### config.mk
export PLATFORM = sky130hd
export DESIGN_NAME = fetch_queue_flat
export DESIGN_NICKNAME = d
export VERILOG_FILES = /design/src/rtl/fetch_queue_if.sv /design/src/rtl/fetch_queue.sv /design/src/flat_wrapper.sv
export SDC_FILE = /design/constraint.sdc
export NUM_CORES = 1
export LEC_CHECK = 0
export ABC_AREA = 1
export ABC_CLOCK_PERIOD_IN_PS = 5100
export CORE_MARGIN = 2
export CORE_UTILIZATION = 56
export DETAILED_ROUTE_END_ITERATION = 10
export PLACE_DENSITY_LB_ADDON = 0.05
export SYNTH_ARGS = -nofsm -noshare
export SYNTH_HDL_FRONTEND = slang
export SYNTH_SLANG_ARGS = --single-unit
### constraint.sdc
create_clock -name clk -period 5.1 [get_ports clk]
set_input_delay 1.53 -clock clk [delete_from_list [all_inputs] [get_ports clk]]
set_output_delay 1.53 -clock clk [all_outputs]
set_load 0.02 [all_outputs]
### src/rtl/fetch_queue_if.sv
// Instruction-memory read port between the fetch queue (master) and memory (slave).
// Handshake: req=1 issues a read at addr; memory answers with rvalid=1 and rdata exactly one cycle later, in order, with no backpressure.
interface fetch_queue_if;
  logic        req;
  logic [31:0] addr;
  logic        rvalid;
  logic [31:0] rdata;

  modport master (output req, output addr, input rvalid, input rdata);
  modport slave  (input req, input addr, output rvalid, output rdata);
endinterface

### src/rtl/fetch_queue.sv
// Prefetching instruction queue: issues sequential reads under a credit rule and
// presents the oldest {address, word} to decode, with redirect flushing everything.
module fetch_queue #(
  parameter logic [31:0] InitAddress = 32'h0000_0000,
  parameter int          Depth       = 4,
  parameter logic [31:0] NopWord     = 32'h0000_0015
) (
  input  logic                    clk,
  input  logic                    reset,
  input  logic                    stall,
  input  logic                    load_bubble,
  input  logic                    redirect,
  input  logic [31:0]             RedirectTarget,
  fetch_queue_if.master           imem,
  output logic [31:0]             Instr,
  output logic [31:0]             PCPlusFour,
  output logic                    InstrValid,
  output logic [$clog2(Depth):0]  Count
);
  localparam int PtrW = $clog2(Depth);
  localparam int CntW = PtrW + 1;
  typedef logic [CntW-1:0] cnt_t;

  logic [31:0]     pc;
  logic [31:0]     req_addr;
  logic [31:0]     addr_mem [Depth];
  logic [31:0]     word_mem [Depth];
  logic [PtrW-1:0] wr_ptr;
  logic [PtrW-1:0] rd_ptr;
  cnt_t            count;
  logic            inflight;
  logic            drop;
  logic            credit;
  logic            push;
  logic            pop;

  // The outstanding read reserves a slot, so a returning word always has room.
  assign credit   = (count + cnt_t'(inflight)) < cnt_t'(Depth);
  assign imem.req  = reset & ~redirect & credit;
  assign imem.addr = pc;

  assign push = imem.rvalid & inflight & ~drop & ~redirect;
  assign pop  = (count != '0) & ~stall & ~load_bubble & ~redirect;

  assign InstrValid = (count != '0) & ~load_bubble;
  assign Instr      = InstrValid ? word_mem[rd_ptr] : NopWord;
  assign PCPlusFour = InstrValid ? addr_mem[rd_ptr] + 32'd4 : 32'd0;
  assign Count      = count;

  always_ff @(posedge clk or negedge reset) begin
    if (!reset) begin
      pc       <= InitAddress;
      req_addr <= '0;
      wr_ptr   <= '0;
      rd_ptr   <= '0;
      count    <= '0;
      inflight <= 1'b0;
      drop     <= 1'b0;
    end else begin
      inflight <= imem.req;
      drop     <= redirect;
      if (redirect) begin
        pc     <= RedirectTarget;
        wr_ptr <= '0;
        rd_ptr <= '0;
        count  <= '0;
      end else begin
        if (imem.req) begin
          pc       <= pc + 32'd4;
          req_addr <= pc;
        end
        if (push) wr_ptr <= wr_ptr + PtrW'(1);
        if (pop)  rd_ptr <= rd_ptr + PtrW'(1);
        count <= count + cnt_t'(push) - cnt_t'(pop);
      end
    end
  end

  // Storage needs no reset: entries are only read while count marks them valid.
  always_ff @(posedge clk) begin
    if (push) begin
      addr_mem[wr_ptr] <= req_addr;
      word_mem[wr_ptr] <= imem.rdata;
    end
  end
endmodule
### src/flat_wrapper.sv
// flat-port wrapper written by rule: the top's interface ports become plain ports
module fetch_queue_flat 
#(
  parameter logic [31:0] InitAddress = 32'h0000_0000,
  parameter int          Depth       = 4,
  parameter logic [31:0] NopWord     = 32'h0000_0015
)
  (clk, reset, stall, load_bubble, redirect, RedirectTarget, Instr, PCPlusFour, InstrValid, Count, imem_req, imem_addr, imem_rvalid, imem_rdata);
  fetch_queue_if imem_i ();
  input  logic clk;
  input  logic reset;
  input  logic stall;
  input  logic load_bubble;
  input  logic redirect;
  input  logic [31:0] RedirectTarget;
  output logic [31:0] Instr;
  output logic [31:0] PCPlusFour;
  output logic InstrValid;
  output logic [$clog2(Depth):0] Count;
  output wire logic [$bits(imem_i.req)-1:0] imem_req;
  output wire logic [$bits(imem_i.addr)-1:0] imem_addr;
  input wire logic [$bits(imem_i.rvalid)-1:0] imem_rvalid;
  input wire logic [$bits(imem_i.rdata)-1:0] imem_rdata;
  assign imem_req = imem_i.req;
  assign imem_addr = imem_i.addr;
  assign imem_i.rvalid = imem_rvalid;
  assign imem_i.rdata = imem_rdata;
  fetch_queue #(.InitAddress(InitAddress), .Depth(Depth), .NopWord(NopWord)) u_core (.clk(clk), .reset(reset), .stall(stall), .load_bubble(load_bubble), .redirect(redirect), .RedirectTarget(RedirectTarget), .imem(imem_i), .Instr(Instr), .PCPlusFour(PCPlusFour), .InstrValid(InstrValid), .Count(Count));
endmodule
==> flow_summary_export.csv <==
group,metric,value,unit
floorplanning,num_rows,59,
clock_tree,cts_sinks,329,
route,avgRoutedWirePerCell,16.9,um
layout,layout.area.seq,0.00952,mm^2
yosys,ys_ff_latch,329,
layout,multiInputGateArea,0.00481,mm^2
route,route.detailed.drc,0,
sta,layout_setup_ws,0.123,ns
clock_tree,insertion_delay,0.50,ns
placement,preCtsSetupSlack,0.116,ns
route,drt_iter0_markers,886,
layout,drive_gt1_frac,0.0530,
route,wirelength,35200,um
sta,fin_crit,4.98,ns
sta,worst_pin_slew,0.946,ns
outcome,status,"completed",
setup_path,endpoint_kind,"primary output",
placement,gp_congestion,0.896,
placement,io_buffer_count,170,
layout,final_nets,1808,
setup_path,cp.arrival,3.45,ns
floorplanning,io_pins,171,
setup_path,reg2regPathDepth,14,
setup_path,worstSetupPathType,"in -> out",
global_route,grt_max_degree,88,
floorplanning,core_area,0.0262,mm^2
floorplanning,die_w,168,um
layout,final_common_cell,"nand2_1",
layout,final_area,0.0182,mm^2
clock_tree,cts_tree,"built",
route,dr_total_vias,11293,
setup_path,r2r_slack,2.22,ns
route,vias_per_cell,5.41,
floorplanning,initial_core_util,0.572,
setup_path,cp_max_fo,27,
setup_path,critical_path.reg2reg.endpoint,"u_core.Count[2]$_DFF_PN0_",
setup_path,crit_path_start,"load_bubble",
layout,fill_cells,1950,
clock_tree,path_clk_slew,0.06,ns
global_route,antenna_found_initial,0,
setup_path,worst_setup_path_start_kind,"primary input",
floorplanning,die_h,168,um
clock_tree,cts.root.buffer_cell,"clkbuf_16",
sta,hold_viol_final,0,
pwr,peakVddDrop,0.308,mV
worst_hold_path,hold_path_class,"reg -> reg",
yosys,synth_cell_types,38,
yosys,synth_nets,1646,
layout,final_cell_mix,"nand2_1 (464), edfxtp_1 (256), nor2_1 (236)",
global_route,grt_pass1_wl,56300,um
sta,slew_headroom,0.369,
sta,setup_violations,0,
placement,placed_cell_area,0.0170,mm^2
clock_tree,cts-htree-levels,2,
route,ant_nets,0,
flow_run,drv_cap,0,
layout,area_growth,21.1,%
pwr,p_per_area,338,mW/mm^2
yosys,syn_area_per_cell,9.57,um^2
clock_tree,cts_buffer_depth,3,
clock_tree,cts_setup_buffers,0,
yosys,synth.cell_area,0.0150,mm^2
route,drtPass1Iterations,5,
floorplanning,dieArea,0.0281,mm^2
clock_tree,postCtsHoldBufs,0,
sta,finalCritPeriodShare,0.976,
sta,fmax,201,MHz
global_route,grt_overflow,0,
clock_tree,cts_buffers,34,
global_route,grt_pass1_vias,10817,
yosys,postSynthCellCount,1567,
placement,dpl.hpwl,22400,um
sta,hold_ws,0.519,ns
yosys,synth_seq_area_share,0.634,
layout,insertedDiodeCount,0,
global_route,grt.total_usage,0.253,
setup_path,required,3.57,ns
pwr,leakagePower,7.15,nW
sta,setup_tns,0,ns
yosys,yosysWarnings,0,
setup_path,reg2reg_from,"u_core.Count[1]$_DFF_PN0_",
sta,rsz0062_at_grt,"yes",
setup_path,cp-endpoint,"Instr[12]",
sta,skew,0.0166,ns
sta,finalMaxSlewViolations,0,
worst_hold_path,hold_depth,0,
[critical path, cell delays in order]
cell and delay (ns):
clkdlybuf4s50_1 0.41, a21oi_2 0.27, clkinv_1 0.13, buf_4 0.27
a21oi_1 0.18, clkdlybuf4s50_1 0.64
[cell families after synthesis]
logic type,count (synthesis),share of synthesized area
flops,329,0.634
simple gates,831,0.222
buf+inv,167,0.0482
fa+ha+maj,9,0.00801
compound gates,214,0.0777
xor+xnor,17,0.00993
[cell usage after synthesis]
library cell / instances / area [um^2]
a21oi_1: 54 / 270
a22o_1: 1 / 8.76
o221ai_1: 4 / 35.0
and2_1: 1 / 6.26
buf_4: 5 / 37.5
nor3_2: 1 / 10.0
fa_1: 1 / 20.0
nand2_2: 3 / 18.8
nor3_1: 17 / 85.1
o21bai_1: 6 / 45.0
or2_2: 1 / 6.26
o2111ai_1: 1 / 8.76
inv_2: 3 / 11.3
buf_2: 20 / 100
clkbuf_1: 32 / 120
edfxtp_1: 256 / 7690
clkinv_1: 3 / 11.3
nor2_4: 2 / 22.5
nor2_1: 242 / 908
ha_1: 8 / 100
xnor2_1: 1 / 8.76
nand3b_1: 1 / 7.51
nand3_1: 81 / 405
xor2_1: 16 / 140
dfrtp_1: 73 / 1830
nor4_1: 4 / 25.0
o22ai_1: 1 / 6.26
o211ai_1: 14 / 105
o21a_1: 2 / 15.0
o21ai_0: 125 / 626
nand4_1: 10 / 62.6
inv_1: 93 / 349
buf_6: 7 / 78.8
o311ai_0: 4 / 35.0
buf_1: 4 / 15.0
nand2_1: 464 / 1740
o21ai_1: 2 / 10.0
nor2_2: 4 / 25.0
[flip-flops by register name, indices dropped and copies added, names as in the netlist]
name / flops
u_core.Count: 3
u_core.addr_mem: 128
u_core.drop: 1
u_core.imem.addr: 32
u_core.inflight: 1
u_core.rd_ptr: 2
u_core.req_addr: 32
u_core.word_mem: 128
u_core.wr_ptr: 2
[worst min-delay path by stage]
stage                                         start  slack, ns                          endpoint
floorplan            u_core.req_addr[2]$_DFFE_PN0P_       0.48   u_core.addr_mem[0][2]$_DFFE_PP_
global placement    u_core.req_addr[27]$_DFFE_PN0P_       0.49  u_core.addr_mem[1][27]$_DFFE_PP_
detailed placement   u_core.req_addr[3]$_DFFE_PN0P_       0.50   u_core.addr_mem[2][3]$_DFFE_PP_
CTS                  u_core.req_addr[3]$_DFFE_PN0P_       0.52   u_core.addr_mem[0][3]$_DFFE_PP_
global route         u_core.req_addr[4]$_DFFE_PN0P_       0.56   u_core.addr_mem[3][4]$_DFFE_PP_
finish               u_core.req_addr[3]$_DFFE_PN0P_       0.52   u_core.addr_mem[2][3]$_DFFE_PP_
[power breakdown]
| part | switching [mW] | internal (mW) |
|---|---|---|
| clock | 0.962 | 1.37 |
| sequential | 0.144 | 3.04 |
| combinational | 0.364 | 0.255 |
| total | 1.47 | 4.67 |
[metal layers]
| layer | vias to the layer above | track usage | routed length, um |
|---|---|---|---|
| met4 | 0 | 0.0669 | 662 |
| met1 | 5263 | 0.374 | 16400 |
| li1 | 5585 | - | - |
| met5 | - | 0 | 0 |
| met2 | 400 | 0.397 | 15900 |
| met3 | 45 | 0.0373 | 2340 |
[repair_timing]
item,4_1_cts,5_1_grt
resized for setup,1,20
pin swaps,0,0
gates cloned,0,1
setup endpoints to repair,4,24
[stage by stage]
| step | cells | total power, mW | util |
|---|---|---|---|
| 6_report | 2089 | 6.14 | 0.693 |
| 5_1_grt | 2089 | 6.37 | 0.693 |
| 2_1_floorplan | 1567 | 3.52 | - |
| 4_1_cts | 2088 | 6.17 | 0.689 |
| 3_3_place_gp | 2027 | 3.83 | 0.649 |
| 3_5_place_dp | 2027 | 3.84 | 0.649 |
[area by class of cell]
class,instances,area share
sequential,329,0.524
multi-input combinational,1071,0.265
timing repair buffer,194,0.109
clock buffer,46,0.0528
tap,335,0.0231
inverter,99,0.0209
clock inverter,15,0.00551
Note: power is estimated with default switching activity, not from simulation.
